==> config.mk <==
export PLATFORM = sky130hd
export DESIGN_NAME = rom_bank_ctrl
export DESIGN_NICKNAME = d
export VERILOG_FILES = /design/src/rtl/rom_ctrl_pkg.sv /design/src/rtl/rom_sel_decode.sv /design/src/rtl/rom_bank_ctrl.sv
export SDC_FILE = /design/constraint.sdc
export NUM_CORES = 1
export LEC_CHECK = 0
export ABC_CLOCK_PERIOD_IN_PS = 2400
export BUFFER_PORTS_ARGS = -buffer_cell sky130_fd_sc_hd__buf_2
export CORE_MARGIN = 3
export CORE_UTILIZATION = 56
export CTS_CLUSTER_SIZE = 40
export DETAILED_ROUTE_END_ITERATION = 16
export PLACE_DENSITY_LB_ADDON = 0.3
export SLEW_MARGIN = 20
export SYNTH_ARGS = -nofsm -noshare
export SYNTH_HDL_FRONTEND = slang
export SYNTH_SLANG_ARGS = --single-unit
==> constraint.sdc <==
create_clock -name clk -period 2.4 [get_ports clk]
set_input_delay 0.48 -clock clk [delete_from_list [all_inputs] [get_ports clk]]
set_output_delay 0.48 -clock clk [all_outputs]
set_load 0.01 [all_outputs]
==> src/rtl/rom_ctrl_pkg.sv <==
// Shared types and constants for the ROM-socket emulation controllers.
//   state_e      : controller FSM states (idle, waiting on memory, holding data)
//   FILL_DEFAULT : open-bus value returned when a memory access times out
package rom_ctrl_pkg;

  localparam int unsigned FILL_DEFAULT_W = 64;

  // All ones; callers truncate to their data width.
  localparam logic [FILL_DEFAULT_W-1:0] FILL_DEFAULT = '1;

  typedef enum logic [1:0] {
    ST_IDLE = 2'd0,
    ST_WAIT = 2'd1,
    ST_HOLD = 2'd2
  } state_e;

endpackage

==> src/rtl/rom_sel_decode.sv <==
// Combinational socket-select decoder shared by the ROM and RAM socket controllers.
// Ports:
//   CE_b        : per-chip enables, active low
//   OE_b        : output enable, active low
//   sel_valid_c : OE_b low and exactly one CE_b bit low
//   chip_idx_c  : index of the low CE_b bit (meaningful only with sel_valid_c)
//   multi_sel_c : OE_b low and two or more CE_b bits low
module rom_sel_decode #(
  parameter int unsigned NUM_CHIPS = 4,
  parameter int unsigned CHIP_W    = $clog2(NUM_CHIPS)
) (
  input  logic [NUM_CHIPS-1:0] CE_b,
  input  logic                 OE_b,
  output logic                 sel_valid_c,
  output logic [CHIP_W-1:0]    chip_idx_c,
  output logic                 multi_sel_c
);

  logic any_low;
  logic many_low;

  // Scan the enables: remember the last low bit and whether a second one was seen.
  always_comb begin
    any_low    = 1'b0;
    many_low   = 1'b0;
    chip_idx_c = '0;
    for (int i = 0; i < int'(NUM_CHIPS); i++) begin
      if (!CE_b[i]) begin
        if (any_low) begin
          many_low = 1'b1;
        end
        any_low    = 1'b1;
        chip_idx_c = CHIP_W'(i);
      end
    end
  end

  assign sel_valid_c = ~OE_b & any_low & ~many_low;
  assign multi_sel_c = ~OE_b & many_low;

endmodule

==> src/rtl/rom_bank_ctrl.sv <==
// Emulates NUM_CHIPS EPROM sockets on one synchronous req/ack memory port,
// with CPU wait states, a one-entry last-read cache, access timeout and
// sticky error flags.
// Ports:
//   clk, rst_b     : clock, asynchronous active-low reset
//   A, CE_b, OE_b  : CPU address within chip, per-chip enables, output enable
//   inval          : invalidate the cached entry
//   clr_err        : clear sticky error flags
//   D, D_oe, rdy   : read data, tristate drive enable, data valid to CPU
//   mem_req        : level read request to the board memory arbiter
//   mem_addr       : {chip_idx, A} of the outstanding request
//   mem_ack        : single-cycle acknowledge, mem_rdata valid in that cycle
//   mem_rdata      : external read data
//   multi_sel_err  : sticky, several sockets selected while OE_b low
//   timeout_err    : sticky, an access got no acknowledge in time
module rom_bank_ctrl
  import rom_ctrl_pkg::*;
#(
  parameter int unsigned ADDR_W    = 14,
  parameter int unsigned DATA_W    = 8,
  parameter int unsigned NUM_CHIPS = 4,
  parameter int unsigned MAX_WAIT  = 15,
  parameter logic [DATA_W-1:0] FILL = DATA_W'(FILL_DEFAULT),
  localparam int unsigned CHIP_W   = $clog2(NUM_CHIPS)
) (
  input  logic                     clk,
  input  logic                     rst_b,
  input  logic [ADDR_W-1:0]        A,
  input  logic [NUM_CHIPS-1:0]     CE_b,
  input  logic                     OE_b,
  input  logic                     inval,
  input  logic                     clr_err,
  output logic [DATA_W-1:0]        D,
  output logic                     D_oe,
  output logic                     rdy,
  output logic                     mem_req,
  output logic [CHIP_W+ADDR_W-1:0] mem_addr,
  input  logic                     mem_ack,
  input  logic [DATA_W-1:0]        mem_rdata,
  output logic                     multi_sel_err,
  output logic                     timeout_err
);

  localparam int unsigned AW    = CHIP_W + ADDR_W;
  localparam int unsigned CNT_W = $clog2(MAX_WAIT + 1);

  logic              sel_valid_c;
  logic [CHIP_W-1:0] chip_idx_c;
  logic              multi_sel_c;
  logic [AW-1:0]     sel_addr_c;
  logic              hit_c;

  state_e            state_q,       state_d;
  logic [CNT_W-1:0]  wait_cnt_q,    wait_cnt_d;
  logic [AW-1:0]     cur_addr_q,    cur_addr_d;
  logic              cache_valid_q, cache_valid_d;
  logic [AW-1:0]     cache_tag_q,   cache_tag_d;
  logic [DATA_W-1:0] cache_data_q,  cache_data_d;
  logic [DATA_W-1:0] data_d;
  logic              mem_req_d;
  logic [AW-1:0]     mem_addr_d;
  logic              multi_d;
  logic              timeout_d;
  logic              rdy_d;

  rom_sel_decode #(
    .NUM_CHIPS (NUM_CHIPS),
    .CHIP_W    (CHIP_W)
  ) u_sel_decode (
    .CE_b        (CE_b),
    .OE_b        (OE_b),
    .sel_valid_c (sel_valid_c),
    .chip_idx_c  (chip_idx_c),
    .multi_sel_c (multi_sel_c)
  );

  assign sel_addr_c = {chip_idx_c, A};
  assign hit_c      = cache_valid_q && (cache_tag_q == sel_addr_c);

  // Next-state and next-output logic.
  always_comb begin
    state_d       = state_q;
    wait_cnt_d    = wait_cnt_q;
    cur_addr_d    = cur_addr_q;
    data_d        = D;
    mem_req_d     = mem_req;
    mem_addr_d    = mem_addr;
    cache_tag_d   = cache_tag_q;
    cache_data_d  = cache_data_q;
    // inval beats a same-cycle fill: the ROM image may have changed under the fetch.
    cache_valid_d = cache_valid_q & ~inval;
    // A new error in the clear cycle keeps the flag set.
    multi_d       = (multi_sel_err & ~clr_err) | multi_sel_c;
    timeout_d     = timeout_err & ~clr_err;

    case (state_q)
      ST_IDLE: begin
        if (sel_valid_c) begin
          cur_addr_d = sel_addr_c;
          if (hit_c && !inval) begin
            data_d  = cache_data_q;
            state_d = ST_HOLD;
          end else begin
            mem_req_d  = 1'b1;
            mem_addr_d = sel_addr_c;
            wait_cnt_d = '0;
            state_d    = ST_WAIT;
          end
        end
      end

      ST_WAIT: begin
        if (mem_ack) begin
          data_d    = mem_rdata;
          mem_req_d = 1'b0;
          state_d   = ST_HOLD;
          if (!inval) begin
            cache_valid_d = 1'b1;
            cache_tag_d   = mem_addr;
            cache_data_d  = mem_rdata;
          end
        end else if (wait_cnt_q == CNT_W'(MAX_WAIT - 1)) begin
          data_d    = FILL;
          mem_req_d = 1'b0;
          timeout_d = 1'b1;
          state_d   = ST_HOLD;
        end else if (wait_cnt_q != '1) begin
          wait_cnt_d = wait_cnt_q + CNT_W'(1);
        end
      end

      ST_HOLD: begin
        // Any change of selection ends the cycle; a new access starts from idle.
        if (!sel_valid_c || (sel_addr_c != cur_addr_q)) begin
          state_d = ST_IDLE;
        end
      end

      default: begin
        state_d = ST_IDLE;
      end
    endcase

    rdy_d = (state_d == ST_HOLD);
  end

  // State, cache and registered outputs.
  always_ff @(posedge clk or negedge rst_b) begin
    if (!rst_b) begin
      state_q       <= ST_IDLE;
      wait_cnt_q    <= '0;
      cur_addr_q    <= '0;
      cache_valid_q <= 1'b0;
      cache_tag_q   <= '0;
      cache_data_q  <= '0;
      D             <= '0;
      D_oe          <= 1'b0;
      rdy           <= 1'b0;
      mem_req       <= 1'b0;
      mem_addr      <= '0;
      multi_sel_err <= 1'b0;
      timeout_err   <= 1'b0;
    end else begin
      state_q       <= state_d;
      wait_cnt_q    <= wait_cnt_d;
      cur_addr_q    <= cur_addr_d;
      cache_valid_q <= cache_valid_d;
      cache_tag_q   <= cache_tag_d;
      cache_data_q  <= cache_data_d;
      D             <= rdy_d ? data_d : '0;
      D_oe          <= rdy_d;
      rdy           <= rdy_d;
      mem_req       <= mem_req_d;
      mem_addr      <= mem_addr_d;
      multi_sel_err <= multi_d;
      timeout_err   <= timeout_d;
    end
  end

endmodule

==> metrics, run 1 <==
status finished, final reports clean; Post-Synth Adder-Cell Area 0.6928%; met3 wire len 348 µm; Fillers 454; post-cts hold buffer count 0; initial antenna violation count 0; dominant synthesized flop cell dfrtp_1; sum of negative setup slack 0 ns; period utilisation layout 93.53%; Initial DRC Count 97; io pins 61; average instance area after synthesis 12.12 µm²; ys async rst share 100.0%; half-perimeter wire length after placement 5255 µm; Ant. Diodes 0; proportion of layout cells with a drive suffix above 1 42.02%; # clock sinks 75; register area 1877 µm²; Post-synth EDFFs 0; Synth top area share 51.96%; post-synthesis register bit count 75; VDD IR max 0.6247 mV; IO buf count 60; first-pass GRT wire length 12610 µm; die area 7450 µm²; Final Max Tran Viols 0; row cnt 28; synth top area cells dfrtp_1, mux2_2, xnor2_1; DR pass1 iterations 4; Critical Path AT 2.48 ns; TritonCTS buffer count 9; CTS clock-pin slew for the worst setup and hold paths 0.08 ns; transition time of the tightest slew-check pin 0.5532 ns; Tmin final 2.245 ns; Die Y 86.32 µm; Setup Skew 0.01175 ns; critical-path maximum fanout 4; Leak 1.934 nW; Worst setup SP type flop; global route overflow 0; via-per-instance ratio 5.557; nets@finish 405; final setup fails 0; Compound-Gate Fraction of Synth Area 9.803%; flop2flop setup slack 0.16 ns; Util after Layout 70.09%; Initial Utilization 59.26%; multiplexer share of the synthesized area 16.83%; cells on worst reg2reg path 8; WL/cell 16.15 µm; CP Class reg -> reg; critical-path cell list inv_1 -> ha_1 -> and3_1 -> o21a_1 -> nor2_1 -> o21ai_0 -> a211oi_2 -> mux2_2; Worst Hold Class in -> async; cells after synthesis 298; largest family of logic cells by synthesized area multiplexers; root buffer cell clkbuf_8; Mapped Area 3612 µm²; Critical Path RT 2.63 ns; DRC violations left 0; Worst Setup End Kind flop; Post-Synth XOR/XNOR Area 7.516%; DRT met1 WL 3402 µm; CP max stage cell dfrtp_1; WL final 7284 µm; maximum clock rate 445.5 MHz; number of max-cap violations 0; gr usage total 21.91%; RSZ-0062 raised after global routing no; R2R Path End wait_cnt_q[3]$_DFFE_PN0P_; final hold violation count 0; simple-gate share of the synthesized area 9.318%; clk buf depth 2; synth unique cells 45; area of the multi-input gates 1612 µm²; slew margin rel. 63.12%; Power, Total 4.019 mW; Antenna Nets Post-Route 0; wire length on met2 3391 µm; cell taking the most area after synthesis dfrtp_1; DR vias 2506; largest net degree at the start of global routing 44; setup bufs post-CTS 0; GP Congestion 0.8036; number of global-route vias before repair 2572; Syn Nets 332; CTS tree built; worst reg2reg path startpoint wait_cnt_q[0]$_DFFE_PN0P_; die width 86.32 µm; Slowest Stage Delay on Critical Path 0.41 ns; Synth warnings 0; register area share after synthesis 51.96%; H-tree depth 3; worst skew pair latency 0.35 ns; Area Growth Syn to Fin 18.29%; Core Region 6096 µm²; top layer in use met4; P per Cell Area 940.5 nW/µm²
logic make-up after synthesis:
family	after synthesis
compound gates	42
xor+xnor	31
fa+ha+maj	2
buf+inv	31
flops	75
mux	54
simple gates	63
stage by stage:
stage | hold slack [ns] | std cells | area, µm² | setup WS [ns]
2_1_floorplan | 0.1844 | 298 | 3612 | 0.2038
3_3_place_gp | 0.4911 | 435 | 4089 | 0.03505
3_5_place_dp | 0.5014 | 435 | 4089 | 0.009495
4_1_cts | 0.1352 | 451 | 4268 | 0.1449
5_1_grt | 0.1388 | 451 | 4273 | 0.03321
6_report | 0.1102 | 451 | 4273 | 0.1552
what timing repair did:
item,CTS,global route
resized for setup,0,1
endpoints found under the setup margin,0,1
endpoints found under the hold margin,0,0
how the worst max path moves through the flow:
stage                                    startpoint                   endpoint  slack [ns]  depth (start not counted)
final                     wait_cnt_q[0]$_DFFE_PN0P_  wait_cnt_q[3]$_DFFE_PN0P_        0.16                          8
after global routing      wait_cnt_q[0]$_DFFE_PN0P_  wait_cnt_q[3]$_DFFE_PN0P_        0.03                          8
after CTS                 wait_cnt_q[0]$_DFFE_PN0P_  wait_cnt_q[3]$_DFFE_PN0P_        0.14                          8
after detailed placement                       A[6]           D[5]$_DFFE_PN0P_       0.009                          7
after global placement                         A[6]           D[1]$_DFFE_PN0P_        0.04                          7
after floorplan                             CE_b[2]           D[0]$_DFFE_PN0P_        0.20                          8
cell usage in the layout (no fill, tap or decap), drive strengths merged, types with 2 or more instances in the layout:
cell | netlist | final
nand2 | 16 | 16
nand3b | 2 | 2
nor4 | 2 | 2
xor2 | 6 | 6
nand4 | 4 | 4
a311o | 8 | 8
mux2 | 54 | 54
and4b | 2 | 2
inv | 17 | 18
xnor2 | 25 | 25
ha | 2 | 2
clkinv | 0 | 2
and3 | 2 | 2
dfrtp | 75 | 75
o21a | 2 | 2
a2111oi | 2 | 2
nand3 | 6 | 6
nand2b | 2 | 2
a21bo | 2 | 2
clkbuf | 4 | 11
a21oi | 10 | 10
buf | 10 | 76
nor2b | 3 | 3
nor2 | 18 | 18
o21ai | 4 | 4
a31oi | 5 | 5
clkinvlp | 0 | 2
worst max-delay path: cells and delay by family, from the launching register on:
family	cells	cell delay [ns]
compound gates	3	0.66
fa+ha+maj	1	0.19
buf+inv	1	0.09
flops	1	0.41
mux	1	0.36
simple gates	2	0.41
power breakdown:
group / internal (mW) / switching (mW)
registers: 1.68 / 0.287
clock network: 0.407 / 0.476
logic: 0.662 / 0.505
area by class of cell:
type | count | share of cell area, %
Inverter | 17 | 1.493
Clock inverter | 5 | 0.8785
Multi-Input combinational cell | 192 | 37.72
Timing Repair Buffer | 76 | 10.48
Sequential cell | 75 | 43.92
Tap cell | 75 | 2.196
Clock buffer | 11 | 3.309
Yosys cell counts, drive strengths merged (3+ instances only):
cell type / instances
o21ai: 4
a311o: 8
nand2: 16
nand4: 4
buf: 10
mux2: 54
xor2: 6
dfrtp: 75
xnor2: 25
nand3: 6
inv: 17
nor2b: 3
clkbuf: 4
nor2: 18
a21oi: 10
a31oi: 5
flip-flops by register name (all words and copies together) (netlist names):
register       cells
cur_addr_q        16
timeout_err        1
D                  8
cache_tag_q       16
mem_req            1
cache_data_q       8
mem_addr          16
rdy                1
state_q            2
wait_cnt_q         4
multi_sel_err      1
cache_valid_q      1
layer usage:
| layer | GRT usage [%] | vias up |
|---|---|---|
| met5 | 0 | - |
| met4 | 9.207 | 0 |
| met3 | 4.563 | 11 |
| met2 | 33.57 | 68 |
| met1 | 30.54 | 1244 |
| li1 | - | 1183 |
Note: power is estimated with default switching activity, not from simulation.
==> run 2, diff against run 1 <==
--- a/config.mk
+++ b/config.mk
@@ -5,10 +5,10 @@
 export SDC_FILE = /design/constraint.sdc
 export NUM_CORES = 1
 export LEC_CHECK = 0
-export ABC_CLOCK_PERIOD_IN_PS = 2400
+export ABC_CLOCK_PERIOD_IN_PS = 2800
 export BUFFER_PORTS_ARGS = -buffer_cell sky130_fd_sc_hd__buf_2
 export CORE_MARGIN = 3
-export CORE_UTILIZATION = 56
+export CORE_UTILIZATION = 35
 export CTS_CLUSTER_SIZE = 40
 export DETAILED_ROUTE_END_ITERATION = 16
 export PLACE_DENSITY_LB_ADDON = 0.3
==> constraint.sdc (replaced) <==
create_clock -name clk -period 2.8 [get_ports clk]
set_input_delay 0.56 -clock clk [delete_from_list [all_inputs] [get_ports clk]]
set_output_delay 0.56 -clock clk [all_outputs]
set_load 0.01 [all_outputs]
==> run 2 against run 1 <==
Die area increased by 55%. Final cell count increased by 11%. Fmax decreased by 4.2%. Design area decreased by 0.32%. Largest cell class unchanged.
==> metrics, run 2 (synthesis gave the netlist of run 1 again) <==
initial antenna violation count 0 (unchanged); largest net degree at the start of global routing 76 (was 44); Ant. Diodes 0 (unchanged); Cells after DPL 483 (was 435); leading registers by flop count cache_tag_q x16, cur_addr_q x16, mem_addr x16 (unchanged); post-cts hold buffer count 0 (unchanged); RSZ-0062 raised after global routing no (unchanged); critical-path cell list inv_1 -> ha_1 -> and3_1 -> o21a_1 -> nor2_1 -> o21ai_0 -> a211oi_1 -> mux2_2 (was inv_1 -> ha_1 -> and3_1 -> o21a_1 -> nor2_1 -> o21ai_0 -> a211oi_2 -> mux2_2); final setup fails 0 (unchanged); DRT met1 WL 3709 µm (was 3402 µm); DR pass1 iterations 4 (unchanged); power share of the sequential group 48.8% (was 49.0%); WHS 0.3563 ns (was 0.1102 ns); # clock sinks 75 (unchanged); root buffer cell clkbuf_8 (unchanged); most frequent cells in the layout dfrtp_1, buf_2, mux2_2, xnor2_1, nor2_1 (unchanged); WL/cell 15.41 µm (was 16.15 µm); GP Congestion 0.7350 (was 0.8036); die width 107.6 µm (was 86.32 µm); nets@finish 395 (was 405); commonest non-fill, non-tap cell in the layout dfrtp_1 (unchanged); proportion of layout cells with a drive suffix above 1 40.44% (was 42.02%); sum of negative setup slack 0 ns (unchanged); DRC violations left 0 (unchanged); WL final 7690 µm (was 7284 µm); Logic pwr share 28.6% (was 29.0%); final hold violation count 0 (unchanged); Die Y 107.6 µm (was 86.32 µm); sw power 1.100 mW (was 1.267 mW); number of global-route vias before repair 2589 (was 2572); number of max-cap violations 0 (unchanged); die area 11580 µm² (was 7450 µm²); top layer in use met4 (unchanged); VDD IR max 0.2977 mV (was 0.6247 mV); DR vias 2450 (was 2506); critical-path maximum fanout 4 (unchanged); maximum clock rate 426.8 MHz (was 445.5 MHz); PostCTS Resize Cnt 0 (unchanged); transition time of the tightest slew-check pin 0.9485 ns (was 0.5532 ns); dpl cell area 4074 µm² (was 4089 µm²); Leak 1.887 nW (was 1.934 nW); Initial Utilization 36.45% (was 59.26%); Top delay family on crit path compound AO/OA/AOI/OAI gates (unchanged); Final Max Tran Viols 0 (unchanged); status finished, final reports clean (unchanged); global route overflow 0 (unchanged); Core Region 9910 µm² (was 6096 µm²); half-perimeter wire length after placement 5341 µm (was 5255 µm); Setup Skew 0.01548 ns (was 0.01175 ns); Pint 2.347 mW (was 2.752 mW); Initial DRC Count 82 (was 97); Worst Setup End Kind flop (unchanged); first-pass GRT wire length 12950 µm (was 12610 µm); setup bufs post-CTS 0 (unchanged); crit path from wait_cnt_q[0]$_DFFE_PN0P_ (unchanged); slew margin rel. 36.76% (was 63.12%); CTS tree built (unchanged); row cnt 36 (was 28); period utilisation layout 83.69% (was 93.53%); worst reg2reg path startpoint wait_cnt_q[0]$_DFFE_PN0P_ (unchanged); P per Cell Area 809.3 nW/µm² (was 940.5 nW/µm²); Antenna Nets Post-Route 0 (unchanged); CTS clock-pin slew for the worst setup and hold paths 0.09 ns (was 0.08 ns); Area Growth Syn to Fin 17.91% (was 18.29%); IO buf count 60 (unchanged); io pins 61 (unchanged); Fillers 975 (was 454); CP Class reg -> reg (unchanged); clk buf depth 2 (unchanged); Worst setup SP type flop (unchanged); WP buf/inv 1 (unchanged); met3 wire len 279 µm (was 348 µm); Clk pwr share 22.5% (was 22.0%); gr usage total 14.28% (was 21.91%); Tmin final 2.343 ns (was 2.245 ns); Sw Share 31.92% (was 31.53%); Post-Layout Inst Area 4259 µm² (was 4273 µm²); cells on worst reg2reg path 8 (unchanged); Critical Path RT 3.03 ns (was 2.63 ns); Post-Layout Cell Count 499 (was 451); flop2flop setup slack 0.46 ns (was 0.16 ns); H-tree depth 3 (unchanged); CP max stage cell dfrtp_1 (unchanged); TritonCTS buffer count 9 (unchanged); wire length on met2 3561 µm (was 3391 µm); Slowest Stage Delay on Critical Path 0.42 ns (was 0.41 ns); worst skew pair latency 0.35 ns (about the same); via-per-instance ratio 4.910 (was 5.557); Worst Hold Class in -> async (unchanged); R2R Path End wait_cnt_q[3]$_DFFE_PN0P_ (unchanged); Critical Path AT 2.57 ns (was 2.48 ns)
-- run 2: power groups by stage --
stage,combinational [mW],sequential [mW],clock (mW)
2_1_floorplan,0.678,1.69,0
3_3_place_gp,0.969,1.69,0
3_5_place_dp,0.999,1.71,0
4_1_cts,1.00,1.69,0.806
5_1_grt,1.09,1.74,0.852
6_report,0.987,1.68,0.776
-- run 2: area by class of cell --
type / count / area [µm²] / area share [%]
clock inverter: 6 / 47.55 / 1.116
clock buffer: 10 / 137.6 / 3.231
sequential: 75 / 1877 / 44.07
tap: 133 / 166.4 / 3.907
inverter: 17 / 63.81 / 1.498
timing repair buffer: 66 / 360.3 / 8.461
multi-input combinational: 192 / 1607 / 37.72
-- run 2: metrics by stage --
step / util [%] / setup slack, ns / total power [mW]
finish: 42.98 / 0.4567 / 3.447
floorplan: - / 0.5238 / 2.372
global placement: 41.11 / 0.2526 / 2.662
CTS: 42.98 / 0.5136 / 3.498
detailed placement: 41.11 / 0.1827 / 2.708
global route: 42.98 / 0.3422 / 3.678
-- run 2: how the worst max path moves through the flow --
stage / endpoint / slack [ns] / cells after the start
2_1_floorplan: D[0]$_DFFE_PN0P_ / 0.52 / 8
3_3_place_gp: D[4]$_DFFE_PN0P_ / 0.25 / 7
3_5_place_dp: D[1]$_DFFE_PN0P_ / 0.18 / 7
4_1_cts: wait_cnt_q[3]$_DFFE_PN0P_ / 0.51 / 8
5_1_grt: wait_cnt_q[3]$_DFFE_PN0P_ / 0.34 / 8
6_report: wait_cnt_q[3]$_DFFE_PN0P_ / 0.46 / 8
-- run 2: metal layers --
| metal | up-vias | global-route usage, % |
|---|---|---|
| met5 | - | 0 |
| met4 | 0 | 6.132 |
| met3 | 12 | 2.999 |
| met2 | 45 | 21.76 |
| met1 | 1216 | 19.66 |
| li1 | 1177 | - |
